--- src/rtl/pll_sup_pkg.sv ---
// Shared state type and sizing helpers for the PLL lock supervisor.
package pll_sup_pkg;

  typedef enum logic [1:0] {
    S_PLL_RST   = 2'd0,
    S_WAIT_LOCK = 2'd1,
    S_STABLE    = 2'd2,
    S_RUN       = 2'd3
  } state_t;

  localparam int SAT_W = 8;
  localparam logic [SAT_W-1:0] SAT_MAX = '1;

  // The shared counter must reach the largest terminal count of any state;
  // a floor of 4 leaves room for the RUN-state dropout filter.
  function automatic int cnt_width(input int lock_timeout, input int stable_cycles,
                                   input int rst_cycles);
    int m;
    m = (lock_timeout > stable_cycles) ? lock_timeout : stable_cycles;
    if (rst_cycles > m) m = rst_cycles;
    if (m < 4) m = 4;
    return $clog2(m + 1);
  endfunction

  function automatic logic [SAT_W-1:0] sat_inc(input logic [SAT_W-1:0] v);
    return (v == SAT_MAX) ? v : v + 1'b1;
  endfunction

endpackage

--- src/rtl/lock_sync.sv ---
// Two-flop synchronizer bringing the asynchronous PLL lock into the clk domain.
module lock_sync (
  input  logic clk,
  input  logic reset,
  input  logic i_async,
  output logic o_sync
);

  logic [1:0] r_sync;

  always_ff @(posedge clk) begin
    if (reset) r_sync <= '0;
    else       r_sync <= {r_sync[0], i_async};
  end

  assign o_sync = r_sync[1];

endmodule

--- src/rtl/pll_lock_supervisor.sv ---
// PLL reset sequencer: pulses the PLL reset, waits for a stable lock, then
// releases downstream reset. Define LOCK_GLITCH_FILTER_EN to ignore <4-cycle dropouts in RUN.
module pll_lock_supervisor
  import pll_sup_pkg::*;
#(
  parameter int RST_CYCLES    = 16,
  parameter int LOCK_TIMEOUT  = 50000,
  parameter int STABLE_CYCLES = 1024
) (
  input  logic             clk,
  input  logic             reset,
  input  logic             pll_lock,
  input  logic             force_relock,
  output logic             pll_reset,
  output logic             sys_reset,
  output logic             locked,
  output logic [SAT_W-1:0] relock_count,
  output logic [SAT_W-1:0] timeout_count,
  output state_t           dbg_state
);

  localparam int CNT_W = cnt_width(LOCK_TIMEOUT, STABLE_CYCLES, RST_CYCLES);
  localparam logic [CNT_W-1:0] RST_LAST    = CNT_W'(RST_CYCLES - 1);
  localparam logic [CNT_W-1:0] TIMEOUT_LAST = CNT_W'(LOCK_TIMEOUT - 1);
  localparam logic [CNT_W-1:0] STABLE_LAST = CNT_W'(STABLE_CYCLES - 1);
`ifdef LOCK_GLITCH_FILTER_EN
  localparam logic [CNT_W-1:0] LOSS_LAST   = CNT_W'(3);
`endif

  logic             w_lock_s;
  state_t           r_state;
  logic [CNT_W-1:0] r_cnt;
  logic             r_pll_reset;
  logic             r_sys_reset;
  logic             r_locked;
  logic [SAT_W-1:0] r_relock_cnt;
  logic [SAT_W-1:0] r_timeout_cnt;

  lock_sync u_lock_sync (
    .clk     (clk),
    .reset   (reset),
    .i_async (pll_lock),
    .o_sync  (w_lock_s)
  );

  // Outputs are registered alongside the state so they always track it exactly.
  always_ff @(posedge clk) begin
    if (reset) begin
      r_state       <= S_PLL_RST;
      r_cnt         <= '0;
      r_pll_reset   <= 1'b1;
      r_sys_reset   <= 1'b1;
      r_locked      <= 1'b0;
      r_relock_cnt  <= '0;
      r_timeout_cnt <= '0;
    end else begin
      case (r_state)
        S_PLL_RST: begin
          if (r_cnt == RST_LAST) begin
            r_state     <= S_WAIT_LOCK;
            r_cnt       <= '0;
            r_pll_reset <= 1'b0;
          end else begin
            r_cnt <= r_cnt + 1'b1;
          end
        end
        S_WAIT_LOCK: begin
          if (force_relock || (!w_lock_s && r_cnt == TIMEOUT_LAST)) begin
            r_state     <= S_PLL_RST;
            r_cnt       <= '0;
            r_pll_reset <= 1'b1;
            if (!force_relock) r_timeout_cnt <= sat_inc(r_timeout_cnt);
          end else if (w_lock_s) begin
            r_state <= S_STABLE;
            r_cnt   <= '0;
          end else begin
            r_cnt <= r_cnt + 1'b1;
          end
        end
        S_STABLE: begin
          if (force_relock) begin
            r_state     <= S_PLL_RST;
            r_cnt       <= '0;
            r_pll_reset <= 1'b1;
          end else if (!w_lock_s) begin
            r_state <= S_WAIT_LOCK;
            r_cnt   <= '0;
          end else if (r_cnt == STABLE_LAST) begin
            r_state     <= S_RUN;
            r_cnt       <= '0;
            r_sys_reset <= 1'b0;
            r_locked    <= 1'b1;
          end else begin
            r_cnt <= r_cnt + 1'b1;
          end
        end
        S_RUN: begin
          // In RUN the shared counter tracks consecutive low lock_s cycles.
          if (force_relock) begin
            r_state     <= S_PLL_RST;
            r_cnt       <= '0;
            r_pll_reset <= 1'b1;
            r_sys_reset <= 1'b1;
            r_locked    <= 1'b0;
`ifdef LOCK_GLITCH_FILTER_EN
          end else if (!w_lock_s && r_cnt == LOSS_LAST) begin
`else
          end else if (!w_lock_s) begin
`endif
            r_state      <= S_PLL_RST;
            r_cnt        <= '0;
            r_pll_reset  <= 1'b1;
            r_sys_reset  <= 1'b1;
            r_locked     <= 1'b0;
            r_relock_cnt <= sat_inc(r_relock_cnt);
`ifdef LOCK_GLITCH_FILTER_EN
          end else if (!w_lock_s) begin
            r_cnt <= r_cnt + 1'b1;
`endif
          end else begin
            r_cnt <= '0;
          end
        end
        default: begin
          r_state     <= S_PLL_RST;
          r_cnt       <= '0;
          r_pll_reset <= 1'b1;
          r_sys_reset <= 1'b1;
          r_locked    <= 1'b0;
        end
      endcase
    end
  end

  assign pll_reset     = r_pll_reset;
  assign sys_reset     = r_sys_reset;
  assign locked        = r_locked;
  assign relock_count  = r_relock_cnt;
  assign timeout_count = r_timeout_cnt;
  assign dbg_state     = r_state;

endmodule
--- config.mk ---
export PLATFORM = sky130hd
export DESIGN_NAME = pll_lock_supervisor
export DESIGN_NICKNAME = d
export VERILOG_FILES = /design/src/rtl/pll_sup_pkg.sv /design/src/rtl/lock_sync.sv /design/src/rtl/pll_lock_supervisor.sv
export SDC_FILE = /design/constraint.sdc
export NUM_CORES = 1
export LEC_CHECK = 0
export BUFFER_PORTS_ARGS = -buffer_cell sky130_fd_sc_hd__buf_2
export CAP_MARGIN = 20
export CORE_MARGIN = 3
export CORE_UTILIZATION = 45
export CTS_CLUSTER_DIAMETER = 50
export DETAILED_ROUTE_END_ITERATION = 8
export SLEW_MARGIN = 20
export SYNTH_ARGS = -nofsm -noshare
export SYNTH_HDL_FRONTEND = slang
export SYNTH_SLANG_ARGS = --single-unit
--- constraint.sdc ---
create_clock -name clk -period 4.6 [get_ports clk]
set_input_delay 1.38 -clock clk [delete_from_list [all_inputs] [get_ports clk]]
set_output_delay 1.38 -clock clk [all_outputs]
set_load 0.02 [all_outputs]
# --- Word level (Yosys, flattened, before mapping) ---
# Cells that the tools add are included.
word_totals:
  input_bits: 4
  word_cells: 74
  register_bits: 39
classes:
  n_eq_ne: 17
  n_reduce_logical: 10
  mux: 32
  addsub: 3
  n_bitwise: 4
op_table:
  columns: ["operator", "count"]
  rows:
  - ["16-bit two-way mux", 6]
  - ["16-bit one-hot mux with 4 select lines", 1]
  - ["16-bit by 1-bit adder with 16-bit output (second input constant)", 1]
  - ["8-bit by 1-bit adder with 8-bit output (second input constant)", 2]
  - ["16-bit by 10-bit == test with 1-bit output (second input constant)", 1]
  - ["16-bit == test (second input constant)", 1]
  - ["16-bit by 4-bit == test with 1-bit output (second input constant)", 1]
  - ["8-bit == test (second input constant)", 2]
  - ["2-bit two-way mux", 8]
  - ["4-bit AND reduction", 4]
  - ["1-bit two-way mux", 13]
  - ["2-bit inequality test (second input constant)", 5]
  - ["2-bit one-hot mux with 4 select lines", 1]
  - ["5-bit AND reduction", 1]
  - ["2-bit == test (second input constant)", 2]
  - ["4-bit inequality test (second input constant)", 1]
  - ["1-bit inverter", 4]
  - ["1-bit one-hot mux with 2 select lines", 2]
  - ["1-bit one-hot mux with 4 select lines", 1]
  - ["3-bit by 2-bit inequality test with 1-bit output (second input constant)", 1]
  - ["3-bit inequality test (second input constant)", 1]
  - ["2-bit by 1-bit == test with 1-bit output (second input constant)", 1]
  - ["2-bit zero test", 1]
  - ["2-bit by 1-bit inequality test with 1-bit output (second input constant)", 1]
  - ["4 further kinds", 4]

# --- Logic depth before layout (Yosys ltp) ---
# Gate-level depths: netlist of the first run.
logic_depth:
  ltp_word: 5
  mapped_depth: 7
  ltp_nobuf: 6

# --- Hierarchy ---
# Synthesis of the first run repeated with hierarchy kept, for this count alone.
hier_totals:
  cells_unflattened: 211
  area_unflattened_um2: 1854.3
by_module_without_submodules:
  columns: ["mod", "cells_per_inst", "seq_area_each_um2", "area_per_inst_um2", "n_inst"]
  rows:
  - ["pll_lock_supervisor", 207, 740.7, 1801.7, 1]
  - ["lock_sync", 4, 40.0, 52.6, 1]

# --- Worst setup path after synthesis of the first run ---
# Ideal clock, no wire load.
synth_path:
  kind: "input-to-reg"
  from: "input port force_relock"
  to: "register r_timeout_cnt[6], in the netlist timeout_count[6]"
  required_ns: 4.530
  arrival_ns: 2.575
  setup_ns: 0.070
  path_slack_ns: 1.955
  stages: 6
  path_cell_list: "nor3b_1 > o21a_1 > nand3_2 > buf_6 > or4_1 > a21oi_1"
synth_via:
  elab_chain_len: 2
synth_rtl:
  columns: ["item", "line_no", "rtl"]
  rows:
  - ["start, declared", "pll_lock_supervisor.sv:13", "input logic force_relock,"]
  - ["1-bit logical OR / 1-bit inverter (equally long branches)", null, null]
  - ["4-bit AND reduction (no source line) (*)", null, null]
  - ["end signal, assigned", "pll_lock_supervisor.sv:72", "if (!force_relock) r_timeout_cnt <= sat_inc(r_timeout_cnt);"]
  - ["end, declared", "pll_lock_supervisor.sv:37", "logic [SAT_W-1:0] r_timeout_cnt;"]
# Mark *: on every way between the ends. The rest lies on a longest branch, timed or not.
# A chain may end at the register's enable or synchronous reset.

# --- Worst setup path after layout of the first run ---
layout_path:
  from: "input port force_relock"
  to: "register r_timeout_cnt[7], in the netlist timeout_count[7]"
# Same word-level chain as after synthesis.

==> run summary, run 1 <==
TritonCTS clock tree -> done
hold path depth -> 1
ant diodes -> 0
cts bufs inserted -> 5
Worst Path Required -> 4820 ps
Synth Warn # -> 0
Tot GR Track Use -> 15.2%
initial antenna violation count -> 0
Root Driver -> clkbuf_8
fin area -> 0.00208 mm2
R2R depth -> 6
status -> finished, final reports clean
synthesis-stage register bit count -> 39
core area -> 0.00377 mm2
Worst-path clk slew -> 70 ps
Iteration-0 DRC Markers -> 86
Die X -> 69.5 um
Area contributors post-synth -> dfxtp_1, nor2_1, xor2_1, xnor2_1, nand3_1
hold path start -> u_lock_sync.r_sync[0]
vias per cell -> 5.44
CP max stage cell -> or4_1
PostCTS Resize Cnt -> 0
GRT overflow -> 0
Gate power share -> 2.5%
hold slack -> 458 ps
clock group share of total power -> 44.5%
mux contribution to synthesized area -> 1.66%
Setup Skew -> 5.05 ps
area leader, netlist -> dfxtp_1
Detailed Route WL -> 3560 um
pwr dens -> 313 mW/mm2
CP Launch Type -> input pin
Reg2Reg Setup Slack -> 2120 ps
worst ir drop on vdd -> 0.277 mV
min cycle time layout -> 2690 ps
Top FF cell, synth -> dfxtp_1
CP peak stage delay -> 540 ps
CTS max path bufs -> 2
number of H-tree levels -> 2
Synth cell types -> 41
Final period util -> 58.4%
drt drc -> 0
post-synth top area share -> 43.1%
Hold-fix buffers, CTS -> 0
setup TNS -> 0 ps
Compound-Gate Fraction of Synth Area -> 10.6%
Final Hold Vio Count -> 0
number of synthesized flops with an enable pin -> 0
XOR/XNOR share of the synthesized area -> 10.6%
Die H -> 69.5 um
IO Port Bufs -> 24
register area share after synthesis -> 43.1%
Row Count -> 22
Final ANT Viol Nets -> 0
Worst-Margin Slew -> 884 ps
CP delay by family, top -> simple AND/OR/NAND/NOR gates
sw frac -> 19.7%
worst reg2reg path endpoint -> r_cnt[9]
sequential power share -> 53.0%
syn_area_per_cell -> 9.02 um2
Placer Congestion -> 0.846
NumNets Final -> 235
pin count of the biggest net entering global routing -> 24
crit path max fanout -> 12
DP Area -> 0.00196 mm2
Clk Latency, worst-skew pair -> 280 ps
critical path arrival -> 2910 ps
max-slew violations -> 0
share of layout cells above drive strength 1 -> 16.6%
critical path class -> input pin to flip-flop
max-cap viol count -> 0
Post-Synth Simple-Gate Area -> 28.6%
Core Util, Final -> 55.0%
RSZ-0062 raised after global routing -> no
drt wl/cell -> 12.8 um
Crit. End Element -> flip-flop
sum of buffers and inverters on the critical path -> 1
number of global-route vias before repair -> 1369
Die Area -> 0.00483 mm2
# setup viols final -> 0
adder-cell share of the synthesized area -> 2.07%
DR pass1 iterations -> 4
cell count after synthesis -> 201
Min-Delay Endpoint -> u_lock_sync.r_sync[1]
area growth from synthesis to layout -> 14.5%
clk sinks -> 39
R2R Path Start -> r_cnt[0]
Leak Pwr -> 0.772 nW
post-DP HPWL -> 2580 um
first-pass GRT wire length -> 6000 um
count leader, synth -> dfxtp_1
fraction of synthesis flops using an asynchronous set or reset pin -> 0%
Tightest Hold Check Type -> flip-flop to flip-flop
slew margin rel. -> 40.7%
setup bufs post-CTS -> 0
f_max -> 0.372 GHz
I/O Pins -> 25
most instantiated cells after synthesis -> dfxtp_1, nor2_1, nand3_1, xor2_1, xnor2_1
switching power -> 0.128 mW
Starting Density -> 48.1%
cell area after synthesis -> 0.00181 mm2
crit path from -> force_relock
largest family of logic cells by synthesized area -> simple AND/OR/NAND/NOR gates
P_int -> 0.522 mW
cells along the critical path -> buf_2 -> nor3b_1 -> o21a_1 -> nand3_2 -> or4_1 -> a21oi_1
syn nets -> 208
Vias -> 1507
per-stage QoR:
| stage | std cells | worst slack [ps] | power, mW |
|---|---|---|---|
| final | 277 | 1910 | 0.650 |
| after global placement | 269 | 1680 | 0.369 |
| after detailed placement | 269 | 1600 | 0.369 |
| after global routing | 277 | 1790 | 0.677 |
| after CTS | 277 | 1900 | 0.660 |
| after floorplan | 201 | 1950 | 0.365 |
metal layers:
layer,vias up,track usage (%),part of all wire [%]
met5,-,0,0
li1,765,-,-
met3,2,4.93,5.1
met1,705,20.2,48
met2,35,23.1,46
met4,0,5.21,0.53
cell type report:
class	count	area, um2
clock inverters	2	35.0
well taps	48	60.1
clock buffers	6	82.6
multi-input cells	151	971
flip-flops and latches	39	781
fillers	336	1700
repair buffers	24	120
inverters	7	26.3
layout by cell type, fill, tap and decap left out, types with 2 or more instances in the layout:
cell type,Yosys,final
dfxtp_1,39,39
buf_2,0,24
nor2b_1,5,5
nand2_1,9,9
nor3_1,8,8
mux2i_1,3,3
xor2_1,12,12
nor2_1,33,33
or4_1,4,4
xnor2_1,10,10
clkbuf_8,0,6
nor3_4,2,2
a21oi_1,9,9
ha_1,3,3
nand3_1,17,17
or3_1,3,3
o31ai_1,4,4
nand4_1,6,6
o21ai_0,3,3
inv_1,7,7
worst reg2reg max path, cell delays in order (launching register included):
cell and delay (ps):
dfxtp_1 400, ha_1 270, nand3_1 130, nor3_1 600, a211oi_1 230, o31ai_4 590
nor2_1 120
flip-flops by register name, summed over array words and instances (netlist names):
name	cells
r_cnt	16
pll_reset	1
relock_count	8
timeout_count	8
locked	1
dbg_state	2
sys_reset	1
u_lock_sync.r_sync	2
cells by family (layout without fill, tap and decap cells):
group / Yosys count / after routing
xor+xnor: 22 / 22
mux: 3 / 3
flops: 39 / 39
buf+inv: 11 / 39
fa+ha+maj: 3 / 3
simple gates: 96 / 96
compound gates: 27 / 27
worst max-delay path by stage:
stage,endpoint,slack [ps],cells past startpoint
floorplan,timeout_count[6],1950,6
global placement,timeout_count[5],1680,6
detailed placement,timeout_count[5],1600,6
CTS,timeout_count[5],1900,6
global route,timeout_count[5],1790,6
finish,timeout_count[7],1910,6
power groups by stage:
stage | combinational, mW | sequential, mW | clock (mW)
2_1_floorplan | 0.0117 | 0.353 | 0
3_3_place_gp | 0.0160 | 0.353 | 0
3_5_place_dp | 0.0163 | 0.353 | 0
4_1_cts | 0.0164 | 0.345 | 0.298
5_1_grt | 0.0182 | 0.346 | 0.314
6_report | 0.0161 | 0.345 | 0.289
(Power assumes the default switching activity.)
==> run 2: changes to the inputs <==
--- a/config.mk
+++ b/config.mk
@@ -5,12 +5,14 @@
 export SDC_FILE = /design/constraint.sdc
 export NUM_CORES = 1
 export LEC_CHECK = 0
+export ABC_AREA = 1
 export BUFFER_PORTS_ARGS = -buffer_cell sky130_fd_sc_hd__buf_2
 export CAP_MARGIN = 20
 export CORE_MARGIN = 3
 export CORE_UTILIZATION = 45
 export CTS_CLUSTER_DIAMETER = 50
 export DETAILED_ROUTE_END_ITERATION = 8
+export PLACE_DENSITY = 0.67
 export SLEW_MARGIN = 20
 export SYNTH_ARGS = -nofsm -noshare
 export SYNTH_HDL_FRONTEND = slang
==> constraint.sdc (replaced) <==
create_clock -name clk -period 2.18 [get_ports clk]
set_input_delay 0.654 -clock clk [delete_from_list [all_inputs] [get_ports clk]]
set_output_delay 0.654 -clock clk [all_outputs]
set_load 0.02 [all_outputs]
==> run 2 against run 1 <==
Compared with the run above:
- utilization shrank 0.88 points
- combinational power rose to 22 times the previous value
- flip-flop and latch count is the same
- critical endpoint is now r_cnt[2]
- area after synthesis is 17% higher
- clock skew grew 5.5 ps
- setup slack got worse by 1600 ps
- hold slack got worse by 48 ps
==> run summary, run 2 <==
largest reg by FF count -> r_cnt
PostCTS Resize Cnt -> 0
hold slack -> 410 ps
Crit. End Element -> flip-flop
Leak Pwr -> 1.22 nW
drt wl/cell -> 10.8 um
f_max -> 0.538 GHz
initial antenna violation count -> 0
hold path start -> u_lock_sync.r_sync[0]
worst reg2reg path endpoint -> r_cnt[2]
Synth Warn # -> 0
max-slew violations -> 0
Tot Pwr -> 1.79 mW
fin area -> 0.00242 mm2
critical path arrival -> 2060 ps
synthesis-stage register bit count -> 39
Final period util -> 85.2%
vias per cell -> 4.81
RSZ-0062 raised after global routing -> no
CTS max path bufs -> 2
Setup Skew -> 10.6 ps
sequential power share -> 44.9%
worst ir drop on vdd -> 0.357 mV
setup bufs post-CTS -> 0
critical path class -> flip-flop to flip-flop
Clk Latency, worst-skew pair -> 300 ps
Min-Delay Endpoint -> u_lock_sync.r_sync[1]
Iteration-0 DRC Markers -> 82
number of synthesized flops with an enable pin -> 0
R2R depth -> 10
CP Launch Type -> flip-flop
Area contributors post-synth -> dfxtp_1, nand2_1, inv_1, nor2_1, nand3_1
Worst Path Required -> 2380 ps
WL met2 -> 1890 um
syn nets -> 318
dpl cells -> 385
slew margin rel. -> 77.4%
Placer Congestion -> 0.836
Tot GR Track Use -> 16.8%
IO Port Bufs -> 24
Final ANT Viol Nets -> 0
sw frac -> 30.6%
Reg2Reg Setup Slack -> 320 ps
Die H -> 74.8 um
Die X -> 74.8 um
Largest register FFs -> 16
Synth cell types -> 30
cell count after synthesis -> 311
clock group share of total power -> 35.1%
Place WS -> 262 ps
Row Count -> 24
# setup viols final -> 0
setup TNS -> 0 ps
share of layout cells above drive strength 1 -> 17.9%
clk sinks -> 39
area leader, netlist -> dfxtp_1
most frequent cells in the layout -> nand2_1, inv_1, nor2_1
register area share after synthesis -> 36.7%
Vias -> 1889
min cycle time layout -> 1860 ps
Worst-path clk slew -> 80 ps
Starting Density -> 47.6%
NumNets Final -> 347
status -> finished, final reports clean
syn_area_per_cell -> 6.85 um2
cts bufs inserted -> 5
pin count of the biggest net entering global routing -> 15
Layout Cells excl Fill -> 393
max-cap viol count -> 0
pwr dens -> 739 mW/mm2
fraction of synthesis flops using an asynchronous set or reset pin -> 0%
Die Area -> 0.00559 mm2
ant diodes -> 0
hold path depth -> 2
switching power -> 0.548 mW
DR top layer -> met4
I/O Pins -> 25
routed wl met3 -> 136 um
most instantiated cells after synthesis -> nand2_1, inv_1, nor2_1, dfxtp_1, nand3_1
commonest non-fill, non-tap cell in the layout -> nand2_1
Tightest Hold Check Type -> flip-flop to flip-flop
DP Area -> 0.00231 mm2
Worst-Margin Slew -> 336 ps
Hold-fix buffers, CTS -> 0
worst setup margin -> 322 ps
drt drc -> 0
Filler cells -> 450
count leader, synth -> nand2_1
cell area after synthesis -> 0.00213 mm2
post-DP HPWL -> 3190 um
core area -> 0.00447 mm2
GRT overflow -> 0
Final Hold Vio Count -> 0
Core Util, Final -> 54.2%
Detailed Route WL -> 4250 um
DR pass1 iterations -> 4
P_int -> 1.24 mW
number of H-tree levels -> 2
Top FF cell, synth -> dfxtp_1
Root Driver -> clkbuf_8
TritonCTS clock tree -> done
area growth from synthesis to layout -> 13.8%
crit path max fanout -> 12
Gate power share -> 20.0%
met1 wire length -> 2130 um
number of global-route vias before repair -> 1673
first-pass GRT wire length -> 7290 um
post-synth top area share -> 36.7%
R2R Path Start -> r_cnt[0]
## run 2: worst max-delay path by stage
stage | start | endpoint | slack, ps | cells after the start
after global routing | r_cnt[0] | r_cnt[13] | 80 | 10
after CTS | r_cnt[0] | r_cnt[2] | 290 | 10
after global placement | force_relock | r_cnt[13] | 310 | 10
after detailed placement | force_relock | r_cnt[2] | 260 | 10
after floorplan | timeout_count[0] | timeout_count[4] | 550 | 9
final | r_cnt[0] | r_cnt[2] | 320 | 10
## run 2: kinds of logic after synthesis
kind of cell	after synthesis	share of synthesized area, %
AO/OA/AOI/OAI	23	5.87
buffers and inverters	55	10.1
adder cells (fa/ha/maj)	3	1.76
AND/OR/NAND/NOR	181	41.5
flip-flops	39	36.7
XOR/XNOR	10	4.11
## run 2: critical path: stages (launching register included)
cell	delay [ps]
dfxtp_1	360
ha_1	250
nand3_4	130
nor2_2	230
nand2_1	80
nand2_1	100
nand3_2	250
nand2_1	210
inv_2	60
nand2_1	50
inv_1	40
## run 2: final cells by class
cell class              instances  area (um2)  area share [%]
clock buffers                   6        82.6            3.41
well taps                      52        65.1            2.68
clock inverters                 2        35.0            1.45
multi-input cells             217        1130            46.8
flip-flops and latches         39         781            32.2
inverters                      51         191            7.90
repair buffers                 26         135            5.58
## run 2: power groups by stage
stage | clock, mW | sequential (mW) | combinational (mW)
after global routing | 0.682 | 0.812 | 0.417
final | 0.628 | 0.805 | 0.358
after floorplan | 0 | 0.845 | 0.266
after CTS | 0.651 | 0.805 | 0.361
after detailed placement | 0 | 0.822 | 0.360
after global placement | 0 | 0.821 | 0.355
## run 2: layer usage
metal  global-route usage (%)  up-vias
met2                     26.5       22
met4                     7.11        0
met5                        0        -
li1                         -     1044
met1                     22.1      815
met3                     3.74        8
